===== src/rtl/tmds_decoder_pkg.sv =====
// Shared TMDS definitions: control-period tokens, the ctrl-to-token mapping and the
// word-alignment FSM state type.
package tmds_decoder_pkg;

    localparam logic [9:0] TOKEN_C00 = 10'h354;
    localparam logic [9:0] TOKEN_C01 = 10'h0AB;
    localparam logic [9:0] TOKEN_C10 = 10'h154;
    localparam logic [9:0] TOKEN_C11 = 10'h2AB;

    typedef enum logic [1:0] {
        StSearch   = 2'd0,
        StSlipWait = 2'd1,
        StLocked   = 2'd2
    } align_state_e;

    function automatic logic [9:0] ctrl_to_token(input logic [1:0] c);
        logic [9:0] tok;
        unique case (c)
            2'b00:   tok = TOKEN_C00;
            2'b01:   tok = TOKEN_C01;
            2'b10:   tok = TOKEN_C10;
            default: tok = TOKEN_C11;
        endcase
        return tok;
    endfunction

endpackage


===== src/rtl/tmds_decoder_word_align.sv =====
// Word-alignment FSM: counts consecutive control tokens to declare lock, requests
// bit slips while searching and drops lock when control runs stop arriving.
module tmds_decoder_word_align
    import tmds_decoder_pkg::*;
#(
    parameter int unsigned CTRL_RUN       = 8,
    parameter int unsigned SEARCH_TIMEOUT = 4096,
    parameter int unsigned SLIP_SETTLE    = 4,
    parameter int unsigned LOSS_TIMEOUT   = 4096
) (
    input  logic clk_i,
    input  logic rst_ni,
    input  logic is_ctrl_i,
    output logic locked_o,
    output logic locked_d_o,
    output logic bitslip_o
);

    localparam int unsigned TimeoutMax = (SEARCH_TIMEOUT > LOSS_TIMEOUT) ? SEARCH_TIMEOUT
                                                                         : LOSS_TIMEOUT;
    localparam int unsigned TimerMax   = (TimeoutMax > SLIP_SETTLE) ? TimeoutMax : SLIP_SETTLE;
    localparam int unsigned TimerW     = (TimerMax > 1) ? $clog2(TimerMax) : 1;
    localparam int unsigned RunW       = $clog2(CTRL_RUN + 1);

    align_state_e      state_d, state_q;
    logic [TimerW-1:0] timer_d, timer_q;
    logic [RunW-1:0]   run_d, run_q;
    logic              locked_d, locked_q;
    logic              bitslip_d, bitslip_q;
    logic              run_hit;

    always_comb begin
        run_d = '0;
        if (state_q != StSlipWait && is_ctrl_i) begin
            run_d = (run_q == RunW'(CTRL_RUN)) ? run_q : run_q + 1'b1;
        end
        // A saturated run keeps hitting, so a steady control period keeps lock refreshed.
        run_hit = (run_d == RunW'(CTRL_RUN));

        state_d   = state_q;
        timer_d   = timer_q + 1'b1;
        locked_d  = locked_q;
        bitslip_d = 1'b0;
        unique case (state_q)
            StSearch: begin
                if (run_hit) begin
                    state_d  = StLocked;
                    timer_d  = '0;
                    locked_d = 1'b1;
                end else if (timer_q == TimerW'(SEARCH_TIMEOUT - 1)) begin
                    state_d   = StSlipWait;
                    timer_d   = '0;
                    bitslip_d = 1'b1;
                end
            end
            StSlipWait: begin
                if (timer_q == TimerW'(SLIP_SETTLE - 1)) begin
                    state_d = StSearch;
                    timer_d = '0;
                end
            end
            StLocked: begin
                if (run_hit) begin
                    timer_d = '0;
                end else if (timer_q == TimerW'(LOSS_TIMEOUT - 1)) begin
                    state_d  = StSearch;
                    timer_d  = '0;
                    locked_d = 1'b0;
                end
            end
            default: begin
                state_d  = StSearch;
                timer_d  = '0;
                locked_d = 1'b0;
            end
        endcase
    end

    always_ff @(posedge clk_i or negedge rst_ni) begin
        if (!rst_ni) begin
            state_q   <= StSearch;
            timer_q   <= '0;
            run_q     <= '0;
            locked_q  <= 1'b0;
            bitslip_q <= 1'b0;
        end else begin
            state_q   <= state_d;
            timer_q   <= timer_d;
            run_q     <= run_d;
            locked_q  <= locked_d;
            bitslip_q <= bitslip_d;
        end
    end

    assign locked_o   = locked_q;
    assign locked_d_o = locked_d;
    assign bitslip_o  = bitslip_q;

endmodule


===== src/rtl/tmds_decoder.sv =====
// TMDS channel decoder: classifies each 10-bit word, decodes data words and
// registers data/ctrl/de with one cycle of latency behind the alignment FSM.
module tmds_decoder
    import tmds_decoder_pkg::*;
#(
    parameter int unsigned CTRL_RUN       = 8,
    parameter int unsigned SEARCH_TIMEOUT = 4096,
    parameter int unsigned SLIP_SETTLE    = 4,
    parameter int unsigned LOSS_TIMEOUT   = 4096
) (
    input  logic       clk,
    input  logic       rst_n,
    input  logic [9:0] tmds_in,
    output logic [7:0] data,
    output logic [1:0] ctrl,
    output logic       de,
    output logic       locked,
    output logic       bitslip
);

    logic       is_ctrl;
    logic [1:0] tok_ctrl;
    logic [7:0] q;
    logic [7:0] dec;
    logic       lock_next;
    logic [7:0] data_d, data_q;
    logic [1:0] ctrl_d, ctrl_q;
    logic       de_d, de_q;

    always_comb begin
        is_ctrl  = 1'b0;
        tok_ctrl = 2'b00;
        for (int c = 0; c < 4; c++) begin
            if (tmds_in == ctrl_to_token(2'(c))) begin
                is_ctrl  = 1'b1;
                tok_ctrl = 2'(c);
            end
        end
    end

    // Undo the optional inversion, then the XOR/XNOR transition chain.
    always_comb begin
        q   = tmds_in[9] ? ~tmds_in[7:0] : tmds_in[7:0];
        dec = {q[7:1] ^ q[6:0] ^ {7{~tmds_in[8]}}, q[0]};
    end

    tmds_decoder_word_align #(
        .CTRL_RUN       (CTRL_RUN),
        .SEARCH_TIMEOUT (SEARCH_TIMEOUT),
        .SLIP_SETTLE    (SLIP_SETTLE),
        .LOSS_TIMEOUT   (LOSS_TIMEOUT)
    ) u_align (
        .clk_i      (clk),
        .rst_ni     (rst_n),
        .is_ctrl_i  (is_ctrl),
        .locked_o   (locked),
        .locked_d_o (lock_next),
        .bitslip_o  (bitslip)
    );

    // de follows the next lock state so it drops on the same edge as locked.
    always_comb begin
        data_d = is_ctrl ? data_q : dec;
        ctrl_d = is_ctrl ? tok_ctrl : ctrl_q;
        de_d   = ~is_ctrl & lock_next;
    end

    always_ff @(posedge clk or negedge rst_n) begin
        if (!rst_n) begin
            data_q <= '0;
            ctrl_q <= '0;
            de_q   <= 1'b0;
        end else begin
            data_q <= data_d;
            ctrl_q <= ctrl_d;
            de_q   <= de_d;
        end
    end

    assign data = data_q;
    assign ctrl = ctrl_q;
    assign de   = de_q;

endmodule

===== config.mk =====
export PLATFORM = sky130hd
export DESIGN_NAME = tmds_decoder
export DESIGN_NICKNAME = d
export VERILOG_FILES = /design/src/rtl/tmds_decoder_pkg.sv /design/src/rtl/tmds_decoder_word_align.sv /design/src/rtl/tmds_decoder.sv
export SDC_FILE = /design/constraint.sdc
export NUM_CORES = 1
export LEC_CHECK = 0
export ABC_CLOCK_PERIOD_IN_PS = 2300
export CORE_ASPECT_RATIO = 0.7
export CORE_MARGIN = 1.5
export CORE_UTILIZATION = 35
export DETAILED_ROUTE_END_ITERATION = 10
export GPL_ROUTABILITY_DRIVEN = 1
export HOLD_SLACK_MARGIN = 0.03
export SLEW_MARGIN = 10
export SYNTH_ARGS = -nofsm -noshare
export SYNTH_HDL_FRONTEND = slang
export SYNTH_SLANG_ARGS = --single-unit
export TNS_END_PERCENT = 1

===== constraint.sdc =====
create_clock -name clk -period 2.3 [get_ports clk]
set_input_delay 0.575 -clock clk [delete_from_list [all_inputs] [get_ports clk]]
set_output_delay 0.575 -clock clk [all_outputs]
set_load 0.02 [all_outputs]

# Word level (Yosys, flattened, before mapping)
# Cells that the tools add are included.
# word_totals
output_inout_bits	13
wordCells	62
inputBits	12
latch_bits	0
memories	0
reg_bits	31
romBits	0
ram_bits	0
# classes
eq_ne	15
shift	0
n_reduce_logical	4
muxes	27
addsub	2
div_mod_pow	0
bitwise	6
order_cmp	0
multipliers	0
# op_table
cell	n
$mux 12	3
$pmux 12 s2	1
$eq 10x10->1 const B	2
$mux 2	7
$xor 7x7->7	2
$add 12x1->12 const B	1
$eq 12x12->1 const B	1
$eq 12x2->1 const B	1
$mux 1	11
$eq 10x8->1 const B	1
$eq 10x9->1 const B	1
$eq 4x4->1 const B	2
$mux 4	2
$mux 8	1
$not 8->8	1
$ne 2x1->1 const B	3
$pmux 2 s3	1
$add 4x1->4 const B	1
$reduce_and 4->1	1
$ne 3x1->1 const B	1
$pmux 1 s3	1
$eq 2x1->1 const B	1
$eq 2x2->1 const B	1
$logic_not 2->1	1
other kinds (5)	6

# Logic depth before layout (Yosys ltp)
# depth
ltp_word	11
ltp_mapped	8
depth_no_buf	7

# Hierarchy
# A second synthesis with hierarchy kept.
# unflattened
cells_unflattened	155
area_unflattened_um2	1692.9
# by_module_without_submodules
module	cells_each	seq_area_each_um2	area_each_um2	instances
tmds_decoder_word_align	99	500.5	1013.5	1
tmds_decoder	56	275.3	679.4	1

# Worst setup path before layout
# Ideal clock, no wire load.
# synth_path
kind	input-to-reg
startpoint	input tmds_in[8]
endpoint	register u_align.timer_q[11]
required_ns	2.181
n_path_buf	3
setup_ns	0.119
t_arrival_ns	2.012
slack_ns	0.169
stages	7
path_cell_list	buf_2 > or4_1 > buf_2 > a221oi_4 > a21bo_2 > buf_6 > nor2_1
# synth_via
elab_chain_len	10
elab_cells_between_ends	13
classes_between	eq/ne: 5; mux: 7; reduce/logical: 1
# synth_lines
element	line	text
start: declaration	tmds_decoder.sv:13	input logic [9:0] tmds_in,
$eq 10x10->1	tmds_decoder.sv:34	if (tmds_in == ctrl_to_token(2'(c))) begin
$mux 1 (3 in series)	tmds_decoder.sv:34	
$mux 1 (*)	tmds_decoder.sv:34	
$logic_and 1x1->1 (*)	tmds_decoder_word_align.sv:34	if (state_q != StSlipWait && is_ctrl_i) begin
$mux 4 (*)	tmds_decoder_word_align.sv:34	
net u_align.run_d[3]	tmds_decoder_word_align.sv:27	logic [RunW-1:0] run_d, run_q;
$eq 4x4->1 (*)	tmds_decoder_word_align.sv:38	run_hit = (run_d == RunW'(CTRL_RUN));
$mux 12 (*)	tmds_decoder_word_align.sv:63	if (run_hit) begin
$pmux 12 s2 (*)	tmds_decoder_word_align.sv:44	unique case (state_q)
net u_align.timer_d[11]	tmds_decoder_word_align.sv:26	logic [TimerW-1:0] timer_d, timer_q;
end signal: assignment	tmds_decoder_word_align.sv:88	timer_q <= timer_d;
end: declaration	tmds_decoder_word_align.sv:26	
# Mark *: on every way through the listed nets, which the timed path passes. The rest lies on a longest branch.
# A chain may end at the register's enable or synchronous reset.

# Worst setup path after layout
# layout_path
startpoint	input tmds_in[4]
endpoint	register u_align.state_q[0]
# layout_via
elab_chain_len	10
elab_cells_between_ends	16
classes_between	eq/ne: 7; mux: 7; reduce/logical: 2
# layout_lines
element	line	text
$eq 10x10->1	tmds_decoder.sv:34	
$mux 1 (3 in series)	tmds_decoder.sv:34	
$mux 1 (*)	tmds_decoder.sv:34	
$logic_and 1x1->1 (*)	tmds_decoder_word_align.sv:34	
$mux 4 (*)	tmds_decoder_word_align.sv:34	
net u_align.run_d[3]	tmds_decoder_word_align.sv:27	
$eq 4x4->1 (*)	tmds_decoder_word_align.sv:38	
$ne 3x1->1 (no source line), or another cell as far along	n/a	
$reduce_and 4->1 (no source line) / $pmux 2 s3 (equally long branches)	n/a	
end signal: assignment	tmds_decoder_word_align.sv:81	state_q <= StSearch;
end signal: assignment	tmds_decoder_word_align.sv:87	state_q <= state_d;
end: declaration	tmds_decoder_word_align.sv:25	align_state_e state_d, state_q;
# Marks and branches as above.

==> flow_summary.toml <==
[layout]
num-nets-final = 219
diodes = 0
area_growth_pct = 35.2
fin_cells = 259
fin_util_pct = 49.5
layout-drive-gt1-share_pct = 15.7
n_fill_cell = 423

[detailed_routing]
num_vias = 1301
dr.pass1.iters = 4
totalWireLength_mm = 3.66
antenna_left = 0
drt_iter0_markers = 61
wl_per_cell_um = 14.1
viasPerCell = 5.02
drc = 0

[synth]
synth_edf_count = 0
yosysTopAreaCell = "dfrtp_1"
synthesis.area_mm2 = 0.00160
synth_area_per_cell_um2 = 9.91
synth_cells = 161
synth_warnings = 0
yosysUniqueCellTypes = 36
ys_seq_area_share_pct = 48.6
async_reset_ff_share_pct = 100
ys.flop_type = "dfrtp_1"
synth_most_common_cell = "dfrtp_1"
synth_area_leaders = "dfrtp_1 (49%), xnor2_1 (10%), nand2_1 (5.9%), nor2_1 (3.3%), o21ai_0 (3.1%)"
synth_top_area_share_pct = 48.6
synth-seq-cells = 31
yosys-top-cells-count = "dfrtp_1 (31), nand2_1 (25), xnor2_1 (19), nor2_1 (14), o21ai_0 (10)"
synthesis.nets = 176

[clocking]
cts-root-buf = "clkbuf_8"
clk_latency_ps = 290
post_cts_buffers = 0
htreeDepth = 2
cts_buffer_depth = 2
numClockSinks = 31
numCtsBuffers = 5
path_clk_slew_ps = 70
cts_tree = "yes"

[grt]
grt_pass1_wl_mm = 6.00
grt_max_degree = 32
overflow = 0
grt_usage_pct = 15.9
antenna_found_initial = 0
grt_pass1_vias = 1256

[timing]
finClkSkew_ps = 11.0
min_period_over_period_pct = 99.4
period_minus_slack_ps = 2290
hold_viol = 0
fmax_ghz = 0.437
tightest_slew_ps = 599
finalSetupViolations = 0
maxSlewViolCount = 0
max-slew-margin-rel_pct = 60.1
finalWorstSetupSlack_ps = 13.2

[placement]
place_inst = 252
io_buffers = 24
pre_cts_ws_ps = -309
dp_hpwl_mm = 2.61
place_congestion = 0.783

[floorplan]
rows = 20
die_w_um = 83.7
core_mm2 = 0.00435
die_y_um = 59.5
dieArea_mm2 = 0.00498
initial_utilization_pct = 36.6
ios = 25

[power]
p_leak_nw = 0.948
powerDensity_mw_per_mm2 = 558
ir_worst_vdd_uv = 296

[worst_setup_path]
crit_path_max_fanout = 4
crit_arrival_ps = 2460
end_kind = "flop"
cp-start-kind = "input pin"
crit_type = "input pin to flop"
crit_required_ps = 2480

[flow_run]
max_cap_viol_count = 0

[run_status]
status = "finished clean"

[hold_path]
hp-class = "flop to flop"
stage by stage:
| stage | hold WS, ps | cell area [um2] | total power, mW | setup TNS, ps |
|---|---|---|---|---|
| floorplan | 279 | 1600 | 0.671 | 0 |
| global placement | 459 | 2000 | 0.778 | -4730 |
| detailed placement | 470 | 2000 | 0.782 | -5970 |
| CTS | 486 | 2090 | 1.21 | 0 |
| global route | 520 | 2160 | 1.26 | -90.4 |
| finish | 483 | 2160 | 1.20 | 0 |
metal layers:
layer | vias up | share of wire, % | GRT usage, %
met4 | 0 | 2.4 | 7.03
met3 | 8 | 3.3 | 3.76
met5 | - | 0 | 0
met2 | 25 | 47 | 23.5
li1 | 644 | - | -
met1 | 624 | 48 | 22.4
final cells by class:
| type | instances | area (um2) | area share [%] |
|---|---|---|---|
| Multi-Input combinational cell | 122 | 823 | 38.2 |
| Sequential cell | 31 | 776 | 36.0 |
| Timing Repair Buffer | 40 | 387 | 17.9 |
| Clock buffer | 6 | 82.6 | 3.83 |
| Tap cell | 55 | 68.8 | 3.19 |
| Inverter | 4 | 15.0 | 0.696 |
| Clock inverter | 1 | 5.00 | 0.232 |
state kept, by name, summed over array words and instances, names as in the netlist:
register           flops
de                     1
u_align.bitslip_o      1
data                   8
u_align.timer_q       12
u_align.state_q        2
u_align.locked_o       1
u_align.run_q          4
ctrl                   2
layout by cell type, fill, tap and decap left out, types with 2 or more instances in the layout:
master / count
ha_1: 3
dlymetal6s2s_1: 6
inv_1: 4
and3_1: 4
nand3_1: 8
buf_6: 3
xor2_1: 4
a21oi_1: 2
nand4_1: 3
nor4_1: 2
nand2b_1: 2
nor3_1: 3
xnor2_1: 19
clkbuf_8: 6
nor2b_1: 2
nor2_1: 14
clkdlybuf4s50_1: 18
buf_4: 13
o21ai_0: 10
nand2_1: 24
dfrtp_1: 31
critical path, cell delays in order:
cell	delay (ps)
clkdlybuf4s50_1	420
nand4bb_1	210
or4_4	470
a221oi_4	410
a2111oi_4	130
or2_1	250
logic make-up (layout without fill, tap and decap cells):
| logic type | Yosys count | count (layout) | synth area share (%) |
|---|---|---|---|
| simple gates | 74 | 74 | 23.4 |
| flops | 31 | 31 | 48.6 |
| xor+xnor | 23 | 23 | 12.6 |
| compound gates | 22 | 22 | 10.4 |
| buf+inv | 8 | 51 | 2.59 |
| fa+ha+maj | 3 | 3 | 2.35 |
final timing paths:
check                      slack (ps)                        endpoint  cells past startpoint                        from
setup / recovery                   10  u_align.state_q[0]$_DFFE_PN0P_                      6                  tmds_in[4]
hold reg to reg                   480             data[2]$_DFFE_PN0P_                      2         data[2]$_DFFE_PN0P_
hold / removal                    480             data[2]$_DFFE_PN0P_                      2         data[2]$_DFFE_PN0P_
max in group asynchronous        1320    u_align.timer_q[9]$_DFF_PN0_                      2                       rst_n
min in group asynchronous         680  u_align.state_q[0]$_DFFE_PN0P_                      2                       rst_n
setup reg to reg                  230  u_align.state_q[0]$_DFFE_PN0P_                      7  u_align.run_q[0]$_DFF_PN0_
where the power goes:
part / switching, mW / internal [mW] / leakage [nW]
logic: 0.0914 / 0.0990 / 0.501
registers: 0.0144 / 0.571 / 0.401
clock network: 0.194 / 0.234 / 0.0470
repair_timing:
| item | in CTS | in global routing |
|---|---|---|
| gates resized for setup | 1 | 15 |
| setup endpoints to repair | 2 | 16 |
| pin swaps | 1 | 8 |
| hold buffers | 0 | 0 |
(Power assumes the default switching activity.)
